### config.mk
export PLATFORM = sky130hd
export DESIGN_NAME = wb_port_arbiter_flat
export DESIGN_NICKNAME = d
export VERILOG_FILES = /design/src/rtl/wb_port_arbiter_if.sv /design/src/rtl/wb_port_arbiter.sv /design/src/flat_wrapper.sv
export SDC_FILE = /design/constraint.sdc
export NUM_CORES = 1
export LEC_CHECK = 0
export ABC_AREA = 1
export CORE_MARGIN = 2
export CORE_UTILIZATION = 41
export DETAILED_ROUTE_END_ITERATION = 10
export PLACE_DENSITY = 0.78
export SETUP_SLACK_MARGIN = 0.2
export SYNTH_ARGS = -nofsm -noshare
export SYNTH_HDL_FRONTEND = slang
export SYNTH_SLANG_ARGS = --single-unit
### constraint.sdc
create_clock -name clk -period 1.7 [get_ports clk]
set_input_delay 0.255 -clock clk [delete_from_list [all_inputs] [get_ports clk]]
set_output_delay 0.255 -clock clk [all_outputs]
set_load 0.02 [all_outputs]
### src/rtl/wb_port_arbiter_if.sv
// Bundle of the WB-stage, long-latency result and register-file write port
// signals shared between the environment (master) and the arbiter (slave).
interface wb_port_arbiter_if;
  logic        wb_we;
  logic [4:0]  wb_rd;
  logic [31:0] wb_data;
  logic        ll_valid;
  logic [4:0]  ll_rd;
  logic [31:0] ll_data;
  logic        ll_ready;
  logic        rf_we;
  logic [4:0]  rf_waddr;
  logic [31:0] rf_wdata;
  logic        pipe_stall;
  logic        pend_valid;
  logic [4:0]  pend_rd;

  modport master (
    output wb_we, wb_rd, wb_data, ll_valid, ll_rd, ll_data,
    input  ll_ready, rf_we, rf_waddr, rf_wdata, pipe_stall, pend_valid, pend_rd
  );

  modport slave (
    input  wb_we, wb_rd, wb_data, ll_valid, ll_rd, ll_data,
    output ll_ready, rf_we, rf_waddr, rf_wdata, pipe_stall, pend_valid, pend_rd
  );
endinterface

### src/rtl/wb_port_arbiter.sv
// Register-file write port arbiter: writeback stage has priority, long-latency
// results wait in a one-entry buffer and are drained by a forced stall on starvation.
module wb_port_arbiter #(
  parameter int unsigned STARVE_LIMIT = 4
) (
  input  logic               clk,
  input  logic               reset,
  wb_port_arbiter_if.slave   io_bus
);

  typedef enum logic [1:0] {
    S_IDLE  = 2'd0,
    S_PEND  = 2'd1,
    S_FORCE = 2'd2
  } state_t;

  localparam logic [3:0] LP_LIMIT = 4'(STARVE_LIMIT);

  state_t      r_state;
  logic        r_buf_valid;
  logic [4:0]  r_buf_rd;
  logic [31:0] r_buf_data;
  logic [3:0]  r_cnt;
  logic        r_pipe_stall;

  logic        w_wb_req;
  logic        w_hs;
  logic        w_ll_live;
  logic [3:0]  w_cnt_inc;
  logic        w_rf_we;
  logic [4:0]  w_rf_waddr;
  logic [31:0] w_rf_wdata;

  // Writes to x0 are treated as no request; an rd-0 long-latency result is accepted and dropped.
  assign w_wb_req  = io_bus.wb_we && (io_bus.wb_rd != 5'd0);
  assign w_hs      = io_bus.ll_valid && !r_buf_valid;
  assign w_ll_live = w_hs && (io_bus.ll_rd != 5'd0);
  assign w_cnt_inc = r_cnt + 4'd1;

  // Write-port mux driven from the current state and inputs.
  always_comb begin
    w_rf_we    = 1'b0;
    w_rf_waddr = 5'd0;
    w_rf_wdata = 32'd0;
    case (r_state)
      S_IDLE: begin
        if (w_wb_req) begin
          w_rf_we    = 1'b1;
          w_rf_waddr = io_bus.wb_rd;
          w_rf_wdata = io_bus.wb_data;
        end else if (w_ll_live) begin
          w_rf_we    = 1'b1;
          w_rf_waddr = io_bus.ll_rd;
          w_rf_wdata = io_bus.ll_data;
        end else begin
          w_rf_we    = 1'b0;
          w_rf_waddr = 5'd0;
          w_rf_wdata = 32'd0;
        end
      end
      S_PEND: begin
        if (w_wb_req) begin
          w_rf_we    = 1'b1;
          w_rf_waddr = io_bus.wb_rd;
          w_rf_wdata = io_bus.wb_data;
        end else begin
          w_rf_we    = 1'b1;
          w_rf_waddr = r_buf_rd;
          w_rf_wdata = r_buf_data;
        end
      end
      S_FORCE: begin
        // WB request is ignored here; the stalled pipeline re-presents it.
        w_rf_we    = 1'b1;
        w_rf_waddr = r_buf_rd;
        w_rf_wdata = r_buf_data;
      end
      default: begin
        w_rf_we    = 1'b0;
        w_rf_waddr = 5'd0;
        w_rf_wdata = 32'd0;
      end
    endcase
  end

  // Arbitration FSM, holding buffer and starvation counter.
  always_ff @(posedge clk) begin
    if (reset) begin
      r_state      <= S_IDLE;
      r_buf_valid  <= 1'b0;
      r_buf_rd     <= 5'd0;
      r_buf_data   <= 32'd0;
      r_cnt        <= 4'd0;
      r_pipe_stall <= 1'b0;
    end else begin
      case (r_state)
        S_IDLE: begin
          r_pipe_stall <= 1'b0;
          // Same-rd WB write is younger, so the long-latency result is simply dropped.
          if (w_ll_live && w_wb_req && (io_bus.ll_rd != io_bus.wb_rd)) begin
            r_buf_valid <= 1'b1;
            r_buf_rd    <= io_bus.ll_rd;
            r_buf_data  <= io_bus.ll_data;
            r_cnt       <= 4'd0;
            r_state     <= S_PEND;
          end else begin
            r_state <= S_IDLE;
          end
        end
        S_PEND: begin
          if (!w_wb_req || (io_bus.wb_rd == r_buf_rd)) begin
            r_buf_valid  <= 1'b0;
            r_buf_rd     <= 5'd0;
            r_buf_data   <= 32'd0;
            r_cnt        <= 4'd0;
            r_pipe_stall <= 1'b0;
            r_state      <= S_IDLE;
          end else begin
            r_cnt <= w_cnt_inc;
            if (w_cnt_inc == LP_LIMIT) begin
              r_pipe_stall <= 1'b1;
              r_state      <= S_FORCE;
            end else begin
              r_pipe_stall <= 1'b0;
              r_state      <= S_PEND;
            end
          end
        end
        S_FORCE: begin
          r_buf_valid  <= 1'b0;
          r_buf_rd     <= 5'd0;
          r_buf_data   <= 32'd0;
          r_cnt        <= 4'd0;
          r_pipe_stall <= 1'b0;
          r_state      <= S_IDLE;
        end
        default: begin
          r_buf_valid  <= 1'b0;
          r_buf_rd     <= 5'd0;
          r_buf_data   <= 32'd0;
          r_cnt        <= 4'd0;
          r_pipe_stall <= 1'b0;
          r_state      <= S_IDLE;
        end
      endcase
    end
  end

  assign io_bus.ll_ready   = !r_buf_valid;
  assign io_bus.rf_we      = w_rf_we;
  assign io_bus.rf_waddr   = w_rf_waddr;
  assign io_bus.rf_wdata   = w_rf_wdata;
  assign io_bus.pipe_stall = r_pipe_stall;
  assign io_bus.pend_valid = r_buf_valid;
  assign io_bus.pend_rd    = r_buf_rd;

endmodule

### src/flat_wrapper.sv
// flat-port wrapper written by rule: the top's interface ports become plain ports
module wb_port_arbiter_flat 
#(
  parameter int unsigned STARVE_LIMIT = 4
)
  (clk, reset, io_bus_wb_we, io_bus_wb_rd, io_bus_wb_data, io_bus_ll_valid, io_bus_ll_rd, io_bus_ll_data, io_bus_ll_ready, io_bus_rf_we, io_bus_rf_waddr, io_bus_rf_wdata, io_bus_pipe_stall, io_bus_pend_valid, io_bus_pend_rd);
  wb_port_arbiter_if io_bus_i ();
  input  logic clk;
  input  logic reset;
  input wire logic [$bits(io_bus_i.wb_we)-1:0] io_bus_wb_we;
  input wire logic [$bits(io_bus_i.wb_rd)-1:0] io_bus_wb_rd;
  input wire logic [$bits(io_bus_i.wb_data)-1:0] io_bus_wb_data;
  input wire logic [$bits(io_bus_i.ll_valid)-1:0] io_bus_ll_valid;
  input wire logic [$bits(io_bus_i.ll_rd)-1:0] io_bus_ll_rd;
  input wire logic [$bits(io_bus_i.ll_data)-1:0] io_bus_ll_data;
  output wire logic [$bits(io_bus_i.ll_ready)-1:0] io_bus_ll_ready;
  output wire logic [$bits(io_bus_i.rf_we)-1:0] io_bus_rf_we;
  output wire logic [$bits(io_bus_i.rf_waddr)-1:0] io_bus_rf_waddr;
  output wire logic [$bits(io_bus_i.rf_wdata)-1:0] io_bus_rf_wdata;
  output wire logic [$bits(io_bus_i.pipe_stall)-1:0] io_bus_pipe_stall;
  output wire logic [$bits(io_bus_i.pend_valid)-1:0] io_bus_pend_valid;
  output wire logic [$bits(io_bus_i.pend_rd)-1:0] io_bus_pend_rd;
  assign io_bus_i.wb_we = io_bus_wb_we;
  assign io_bus_i.wb_rd = io_bus_wb_rd;
  assign io_bus_i.wb_data = io_bus_wb_data;
  assign io_bus_i.ll_valid = io_bus_ll_valid;
  assign io_bus_i.ll_rd = io_bus_ll_rd;
  assign io_bus_i.ll_data = io_bus_ll_data;
  assign io_bus_ll_ready = io_bus_i.ll_ready;
  assign io_bus_rf_we = io_bus_i.rf_we;
  assign io_bus_rf_waddr = io_bus_i.rf_waddr;
  assign io_bus_rf_wdata = io_bus_i.rf_wdata;
  assign io_bus_pipe_stall = io_bus_i.pipe_stall;
  assign io_bus_pend_valid = io_bus_i.pend_valid;
  assign io_bus_pend_rd = io_bus_i.pend_rd;
  wb_port_arbiter #(.STARVE_LIMIT(STARVE_LIMIT)) u_core (.clk(clk), .reset(reset), .io_bus(io_bus_i));
endmodule
==> impl_metrics.py <==
metrics = {
    "route": {
        "drtPass1Iterations": 7,
        "via_per_inst": 6.31,
        "wirelength_um": 23100,
        "vias": 5429,
        "wl_per_cell_um": 26.8,
        "antenna_left": 0,
        "first_iter_violations": 614,
        "drc": 0,
    },
    "clock_tree": {
        "clock-sinks": 45,
        "cts.root.buffer_cell": "clkbuf_8",
        "htree_levels": 2,
        "clock_latency_ns": 0.32,
        "cts_buffer_depth": 2,
        "ctsHoldBuffers": 0,
        "cts_tree": "done",
        "numCtsBuffers": 5,
        "path_clk_slew_ns": 0.11,
    },
    "synth": {
        "async_flop_share": 0,
        "yosysSeqAreaShare": 0.275,
        "syn-num-nets": 622,
        "syn_area_mm2": 0.00328,
        "synth_cell_type_count": 26,
        "ys_ff_latch": 45,
        "syn_inst": 538,
        "yosys_most_used_dff": "dfxtp_1",
        "synth-edff-count": 0,
        "avgSynthCellArea_um2": 6.10,
        "yosysWarnings": 0,
    },
    "critical_path": {
        "worst_ep_required_time_ns": 1.44,
        "crit_top_cell": "inv_4",
        "cp_num_buf_inv": 6,
        "rr_startpoint": "u_core.io_bus.pend_rd[3]",
        "crit_fanout": 8,
        "r2r-end": "u_core.r_buf_data[3]",
        "crit_arrival_ns": 1.99,
        "cp_slowest_stage_delay_ns": 0.39,
        "crit_type": "reg -> out",
        "worstPathCellList": "inv_4 -> ha_4 -> inv_4 -> nand2_4 -> nand2_8 -> inv_4 -> buf_12 -> nand2_1 -> nand3_2 -> nand2_2 -> inv_2 -> buf_6",
        "cp-startpoint": "u_core.r_state[1]",
        "r2r_setup_slack_ns": -0.53,
        "worstRegToRegCells": 13,
        "critPathTopFamily": "simple AND/OR/NAND/NOR gates",
        "cp.depth": 12,
        "slowest_stage": "dfxtp_4",
        "crit_path_end_kind": "primary output",
        "setup.worst_path.end": "io_bus_rf_wdata[2]",
        "crit_path_start_kind": "register",
    },
    "power": {
        "p_leak_uw": 0.00346,
        "p_total_uw": 4080,
        "p_per_area_mw_per_mm2": 562,
        "ir_drop_v": 0.000433,
    },
    "sta": {
        "setup_viol": 82,
        "finalCritPeriodShare": 1.32,
        "hold_viol_final": 0,
        "period_needed_ns": 2.24,
        "clock_skew_ns": 0.0187,
        "tightest_slew_ns": 0.346,
        "setup_slack_ns": -0.543,
        "clock.fmax_ghz": 0.446,
        "maxSlewHeadroom": 0.769,
        "slew_viol_final": 0,
        "rsz0062_at_grt": "true",
    },
    "die": {
        "fp.dieW_um": 93.4,
        "placementRows": 32,
        "die-area_mm2": 0.00873,
        "io_pins": 124,
        "start_util": 0.424,
        "die_height_um": 93.4,
        "core-area_mm2": 0.00773,
    },
    "cells_and_area": {
        "fin_cells": 860,
        "final_cell_mix": "nand2_1 (81), buf_4 (68), clkdlybuf4s50_1 (65), inv_1 (60), nand3_2 (56)",
        "layout-drive-gt1-share": 0.570,
        "fin_nets": 839,
        "final_common_cell": "nand2_1",
        "postLayoutCoreUtil": 0.940,
        "area_growth_pct": 122,
    },
    "placed_design": {
        "dpl.cell_count": 807,
        "hpwl_um": 8460,
        "gp_congestion": 0.852,
        "dp_slack_ns": -0.947,
        "port_buffers": 123,
    },
    "min_path": {
        "hold_path.class": "in -> reg",
    },
    "global_route": {
        "grt_pass1_wl_um": 26500,
        "grt_pass1_vias": 5153,
        "antenna_found_initial": 1,
        "grt_max_degree": 32,
        "gr-usage-all-layers": 0.391,
        "grt_overflow_total": 0,
    },
    "run_status": {
        "status": "finished with violations",
        "violations": "setup timing",
    },
    "job": {
        "max_cap_violations": 0,
    },
}
cell usage after synthesis (all sizes together), types with 2 or more instances:
| master | count | area [µm²] |
|---|---|---|
| nand2 | 147 | 582 |
| nand3 | 96 | 586 |
| nor2 | 90 | 368 |
| inv | 83 | 312 |
| dfxtp | 45 | 901 |
| a21oi | 26 | 130 |
| buf | 23 | 188 |
| clkbuf | 6 | 22.5 |
| ha | 6 | 75.1 |
| o21ai | 5 | 25.0 |
| xnor2 | 4 | 35.0 |
| nand4 | 2 | 12.5 |
| nor3 | 2 | 10.0 |
routing by layer:
layer	up-vias	wire, µm	share of wire	GRT usage
met5	-	0	0	0
met4	0	2560	0.11	0.229
met3	248	3040	0.13	0.0774
met2	613	10300	0.45	0.693
met1	2464	7140	0.31	0.429
li1	2104	-	-	-
cell type report:
type                            count  area [µm²]
Tap cell                          102         128
Sequential cell                    45         916
Antenna cell                        2        5.00
Clock inverter                      1        7.51
Fill cell                         220         462
Timing Repair Buffer              239        2670
Multi-Input combinational cell    381        3130
Clock buffer                        7        76.3
Inverter                           83         334
registers in the layout (all words and copies together) (netlist names):
name and count:
u_core.r_state 2, u_core.r_buf_data 32, u_core.io_bus.pend_rd 5, u_core.io_bus.pipe_stall 1, u_core.io_bus.pend_valid 1, u_core.r_cnt 4
worst reg2reg max path, cell delays in order, from the launching register on:
cell	delay, ns
dfxtp_2	0.44
inv_1	0.10
nand2_1	0.14
nand2_1	0.12
nor2_1	0.21
nand3_2	0.18
nand2_4	0.13
buf_6	0.12
nand2_8	0.08
buf_6	0.15
buf_12	0.12
buf_16	0.14
nand3_2	0.08
nand2_2	0.10
cells by family after synthesis:
kind of cell / count (synthesis) / synth area share
AND/OR/NAND/NOR: 337 / 0.475
buffers and inverters: 112 / 0.159
flip-flops: 45 / 0.275
AO/OA/AOI/OAI: 33 / 0.0549
adder cells (fa/ha/maj): 6 / 0.0229
XOR/XNOR: 5 / 0.0134
worst min-delay path by stage:
| stage | start | to | slack, ns | cells past startpoint |
|---|---|---|---|---|
| global placement | u_core.r_buf_data[17] | u_core.r_buf_data[17] | 0.45 | 2 |
| finish | io_bus_ll_rd[1] | u_core.io_bus.pend_rd[1] | 0.45 | 4 |
| global route | io_bus_ll_rd[1] | u_core.io_bus.pend_rd[1] | 0.43 | 4 |
| detailed placement | u_core.r_buf_data[28] | u_core.r_buf_data[28] | 0.46 | 2 |
| CTS | io_bus_ll_rd[1] | u_core.io_bus.pend_rd[1] | 0.40 | 4 |
| floorplan | reset | u_core.r_state[0] | 0.32 | 1 |
report_power, final:
part | switching [µW] | internal, µW
clock | 433 | 293
sequential | 90.9 | 1110
combinational | 1140 | 1020
total | 1660 | 2420
stage by stage:
step / hold slack (ns) / instance area (µm²) / TNS [ns]
2_1_floorplan: 0.317 / 3640 / 0
3_3_place_gp: 0.449 / 5430 / -45.26
3_5_place_dp: 0.459 / 5430 / -47.83
4_1_cts: 0.403 / 6650 / -11.53
5_1_grt: 0.429 / 7260 / -36.81
6_report: 0.449 / 7270 / -32.23
what timing repair did:
action	CTS	global route
gates cloned	12	1
pin swaps	54	41
gates resized for setup	426	131
hold endpoints to repair	0	0
endpoints found under the setup margin	88	84
setup buffers	24	6
(Power assumes the default switching activity.)
